`config.mk`:
```
export PLATFORM = sky130hd
export DESIGN_NAME = sort_engine
export DESIGN_NICKNAME = d
export VERILOG_FILES = /design/src/rtl/sort_engine.sv
export SDC_FILE = /design/constraint.sdc
export NUM_CORES = 2
export LEC_CHECK = 0
export ABC_AREA = 1
export BUFFER_PORTS_ARGS = -buffer_cell sky130_fd_sc_hd__buf_2
export CELL_PAD_IN_SITES_DETAIL_PLACEMENT = 1
export CELL_PAD_IN_SITES_GLOBAL_PLACEMENT = 2
export CORE_ASPECT_RATIO = 1.75
export CORE_MARGIN = 2
export CORE_UTILIZATION = 39
export DETAILED_ROUTE_END_ITERATION = 10
export PLACE_DENSITY = 0.91
export SETUP_SLACK_MARGIN = 0.5
export SLEW_MARGIN = 20
export SYNTH_ARGS = -nofsm -noshare
export SYNTH_HDL_FRONTEND = slang
export SYNTH_SLANG_ARGS = --single-unit
```
`constraint.sdc`:
```
create_clock -name clk -period 45.5 [get_ports clk]
set_input_delay 4.55 -clock clk [delete_from_list [all_inputs] [get_ports clk]]
set_output_delay 4.55 -clock clk [all_outputs]
set_load 0.05 [all_outputs]
```
`src/rtl/sort_engine.sv`:
```
// Frame sorter: loads up to DEPTH words, sorts them with odd-even transposition,
// then streams the N real words out in ascending or descending order.
module sort_engine #(
    parameter int unsigned WIDTH = 8,
    parameter int unsigned DEPTH = 60
) (
    input  logic             clk,
    input  logic             rst,
    input  logic             mode,
    input  logic             in_valid,
    input  logic [WIDTH-1:0] in_data,
    input  logic             in_last,
    output logic             in_ready,
    output logic             out_valid,
    output logic [WIDTH-1:0] out_data,
    output logic             out_last,
    input  logic             out_ready,
    output logic             busy
);

    localparam int unsigned IW = $clog2(DEPTH);
    localparam int unsigned SW = $clog2(DEPTH + 1);

    typedef enum logic [1:0] {LOAD, SORT, OUT} state_t;

    state_t           state_q, state_d;
    logic [WIDTH-1:0] mem_q [DEPTH];
    logic [WIDTH-1:0] mem_d [DEPTH];
    logic [IW-1:0]    cnt_q, cnt_d;
    logic [IW-1:0]    last_q, last_d;
    logic [IW-1:0]    rd_q, rd_d;
    logic [SW-1:0]    step_q, step_d;
    logic             mode_q, mode_d;
    logic             accept;
    logic             pair_odd;
    logic             swap;

    assign in_ready  = (state_q == LOAD) && !rst;
    assign accept    = in_valid && in_ready;
    assign out_valid = (state_q == OUT);
    assign out_data  = out_valid ? mem_q[rd_q] : '0;
    assign out_last  = out_valid && (rd_q == last_q);
    assign busy      = (state_q != LOAD);

    // Step 0 of SORT pads; step s>0 runs transposition phase s-1.
    assign pair_odd = ~step_q[0];

    always_comb begin
        state_d = state_q;
        mem_d   = mem_q;
        cnt_d   = cnt_q;
        last_d  = last_q;
        rd_d    = rd_q;
        step_d  = step_q;
        mode_d  = mode_q;
        swap    = 1'b0;
        unique case (state_q)
            LOAD: begin
                if (accept) begin
                    mem_d[cnt_q] = in_data;
                    if (cnt_q == '0) mode_d = mode;
                    if (in_last || (cnt_q == IW'(DEPTH - 1))) begin
                        last_d  = cnt_q;
                        cnt_d   = '0;
                        step_d  = '0;
                        state_d = SORT;
                    end else begin
                        cnt_d = cnt_q + IW'(1);
                    end
                end
            end
            SORT: begin
                if (step_q == '0) begin
                    // Padding sinks to the tail so only real words reach indices 0..N-1.
                    for (int i = 0; i < int'(DEPTH); i++) begin
                        if (i > int'(last_q)) mem_d[i] = mode_q ? '0 : '1;
                    end
                end else begin
                    for (int i = 0; i < int'(DEPTH) - 1; i++) begin
                        swap = mode_q ? (mem_q[i] < mem_q[i+1]) : (mem_q[i] > mem_q[i+1]);
                        if ((i[0] == pair_odd) && swap) begin
                            mem_d[i]   = mem_q[i+1];
                            mem_d[i+1] = mem_q[i];
                        end
                    end
                end
                step_d = step_q + SW'(1);
                if (step_q == SW'(DEPTH)) begin
                    state_d = OUT;
                    rd_d    = '0;
                end
            end
            OUT: begin
                if (out_ready) begin
                    if (rd_q == last_q) begin
                        state_d = LOAD;
                        rd_d    = '0;
                        cnt_d   = '0;
                    end else begin
                        rd_d = rd_q + IW'(1);
                    end
                end
            end
            default: state_d = LOAD;
        endcase
    end

    always_ff @(posedge clk or posedge rst) begin
        if (rst) begin
            state_q <= LOAD;
            cnt_q   <= '0;
            last_q  <= '0;
            rd_q    <= '0;
            step_q  <= '0;
            mode_q  <= 1'b0;
            for (int i = 0; i < int'(DEPTH); i++) mem_q[i] <= '0;
        end else begin
            state_q <= state_d;
            cnt_q   <= cnt_d;
            last_q  <= last_d;
            rd_q    <= rd_d;
            step_q  <= step_d;
            mode_q  <= mode_d;
            for (int i = 0; i < int'(DEPTH); i++) mem_q[i] <= mem_d[i];
        end
    end

endmodule
```
==> results.yml <==
status:
  status: "completed"
hold_path:
  hold_path.class: "reg -> reg"
  hold_depth: 1
  worstHoldEndpoint: "step_q[3]$_DFFE_PP0P_"
  worstHoldStart: "step_q[3]$_DFFE_PP0P_"
clock_network:
  clk_pin_slew_ns: 0.06
  clockBufferDepth: 3
  post_cts_resized: 0
  clk_latency_ns: 0.72
  numCtsBuffers: 59
  root_buffer: "clkbuf_16"
  cts.htree.levels: 2
  clock_sinks: 507
  post_cts_buffers: 0
  cts_tree: "yes"
  holdBufCountCts: 0
critical_path:
  end_kind: "output pin"
  setup.worst_path.start_class: "input pin"
  timing.critical_path.mode_cell: "buf_2"
  rr_worst_depth: 12
  r2r_slack_ns: 39.35
  cpPeakStageDelay_ns: 0.29
  cp_cell_sequence: "buf_2 > nor2_1 > buf_2"
  critPathLaunch: "rst"
  timing.rr.end: "mem_q[215]$_DFFE_PP0P_"
  crit_type: "in -> out"
  critPathTopFamily: "buffers and inverters"
  crit_required_ns: 40.95
  reg2reg_from: "step_q[0]$_DFFE_PP0P_"
  critPathBufInv: 2
  cp.depth: 3
  cp_max_fo: 3
  cpMaxStageDelayCell: "buf_2"
  crit_arrival_ns: 5.14
final_layout:
  instances_no_fill: 10400
  fin_nets: 9028
  syn_to_final_growth_pct: 6.67
  drive_above_1_share: 0.0540
sta:
  holdWs_ns: 0.513
  tns_ns: 0
  hold_violations: 0
  finClkSkew_ns: 0.0458
  tightest_slew_ns: 1.28
  finalCritPeriodShare: 0.213
  slew_viol_final: 0
  setup_violations: 0
  fmax_mhz: 103
  rsz0062_at_grt: "false"
  period_minus_slack_ns: 9.69
  maxSlewHeadroom: 0.149
floorplanning:
  die_h_um: 491
  die_x_um: 282
  rows: 178
  start_util: 0.394
  core_area_sq_um: 135000
  die_area_sq_um: 139000
  ios: 26
global_route:
  grt_max_degree: 161
  grt_pass1_wl_mm: 387
  grt_pass1_vias: 63900
  grt_overflow_total: 0
  grt_usage: 0.367
  antenna_found_initial: 4
route:
  first_pass_iters: 6
  drtIter0Drc: 4279
  vias_per_cell: 5.97
  met3_length_mm: 16.0
  routed_wirelength_mm: 258
  wl_per_cell_um: 24.9
  wl_met2_mm: 124
  highest_layer: "met5"
  remaining_drc_errors: 0
  num_vias: 62000
  met1_length_mm: 91.2
  ant_nets: 0
yosys:
  ys_ff_latch: 507
  yosysUniqueCellTypes: 50
  synth_edf_count: 0
  syn_nets: 9266
  ys_warn_count: 0
  async_reset_ff_frac: 1.00
  netlist_instances: 8775
  synth_area_sq_um: 52900
  synthFlopType: "dfrtp_1"
  ys_seq_area_frac: 0.240
  synth.avg_cell_area_sq_um: 6.03
place:
  place_inst: 10300
  port_buffers: 25
  finalWeightedCongestion: 1.04
  hpwl_mm: 182
run:
  cap_viol_max_count: 0
## area by class of cell
type / instances / area (sq um)
fill: 18400 / 78100
multi-input combinational: 7020 / 35400
sequential: 507 / 12700
inverter: 839 / 3210
tap: 1800 / 2250
clock buffer: 94 / 1820
timing repair buffer: 110 / 800
clock inverter: 15 / 243
antenna: 2 / 5.00
## synthesized netlist by cell type, types with 6 or more instances
library cell,n,area share
a21oi_2,34,0.0056
dfrtp_1,507,0.24
nor3_1,14,0.0013
buf_1,36,0.0026
o21ai_0,305,0.029
nor2_4,44,0.0094
buf_4,8,0.0011
nand4_1,106,0.013
ha_1,477,0.11
nor2_2,22,0.0026
nor2_1,1287,0.091
a21o_1,58,0.0082
nor3_4,6,0.0018
a31oi_1,15,0.0018
buf_2,82,0.0078
o21ai_1,25,0.0024
nand3_1,1328,0.13
o22ai_1,38,0.0045
a21oi_1,822,0.078
clkbuf_1,280,0.020
inv_1,744,0.053
inv_2,81,0.0057
nand2_1,2379,0.17
nand2_2,10,0.0012
## flip-flops by register name, summed over array words and instances, names as in the netlist
signal / cells
cnt_q: 6
step_q: 6
state_q: 2
mem_q: 480
rd_q: 6
last_q: 6
mode_q: 1
## stage by stage
| step | setup WS [ns] | area, sq um | utilization |
|---|---|---|---|
| final | 35.81 | 56500 | 0.420 |
| after global routing | 35.78 | 56500 | 0.420 |
| after CTS | 35.80 | 56400 | 0.419 |
| after detailed placement | 35.80 | 54300 | 0.404 |
| after global placement | 35.84 | 54300 | 0.404 |
| after floorplan | 26.79 | 52900 | - |
## cell usage in the layout, fill, tap and decap left out, drive strengths merged, types with 26 or more instances in the layout
cell type,count
nand3,1336
o22ai,38
dfrtp,507
a21oi,859
buf,110
nand4,106
clkbuf,94
inv,821
nor2,1357
clkinv,26
nand2,2390
a21o,58
o21ai,335
ha,477
## routing by layer
layer / up-vias / track usage
met5: - / 0
met3: 1170 / 0.0553
met4: 4 / 0.327
li1: 28300 / -
met1: 30000 / 0.389
met2: 2458 / 0.624
## worst max path at each step
stage | to | slack, ns
after global placement | in_ready | 35.84
after CTS | in_ready | 35.80
final | in_ready | 35.81
after global routing | in_ready | 35.78
after floorplan | cnt_q[0]$_DFFE_PP0P_ | 26.79
after detailed placement | in_ready | 35.80
## cells by family (layout without fill, tap and decap cells)
family | count (synthesis) | after routing | share of synthesized area
AOI/OAI and AO/OA | 1323 | 1323 | 0.136
other | 0 | 2 | 0
buffers and inverters | 1248 | 1058 | 0.0918
and+or+nand+nor | 5214 | 5214 | 0.419
DFF | 507 | 507 | 0.240
adders and majority gates | 477 | 477 | 0.113
xor gates and xnor gates | 6 | 6 | 0.000993
Power is left out: the tool's default activity adds up to more than one toggle a clock period on the data nets, which glitch-free logic cannot reach.
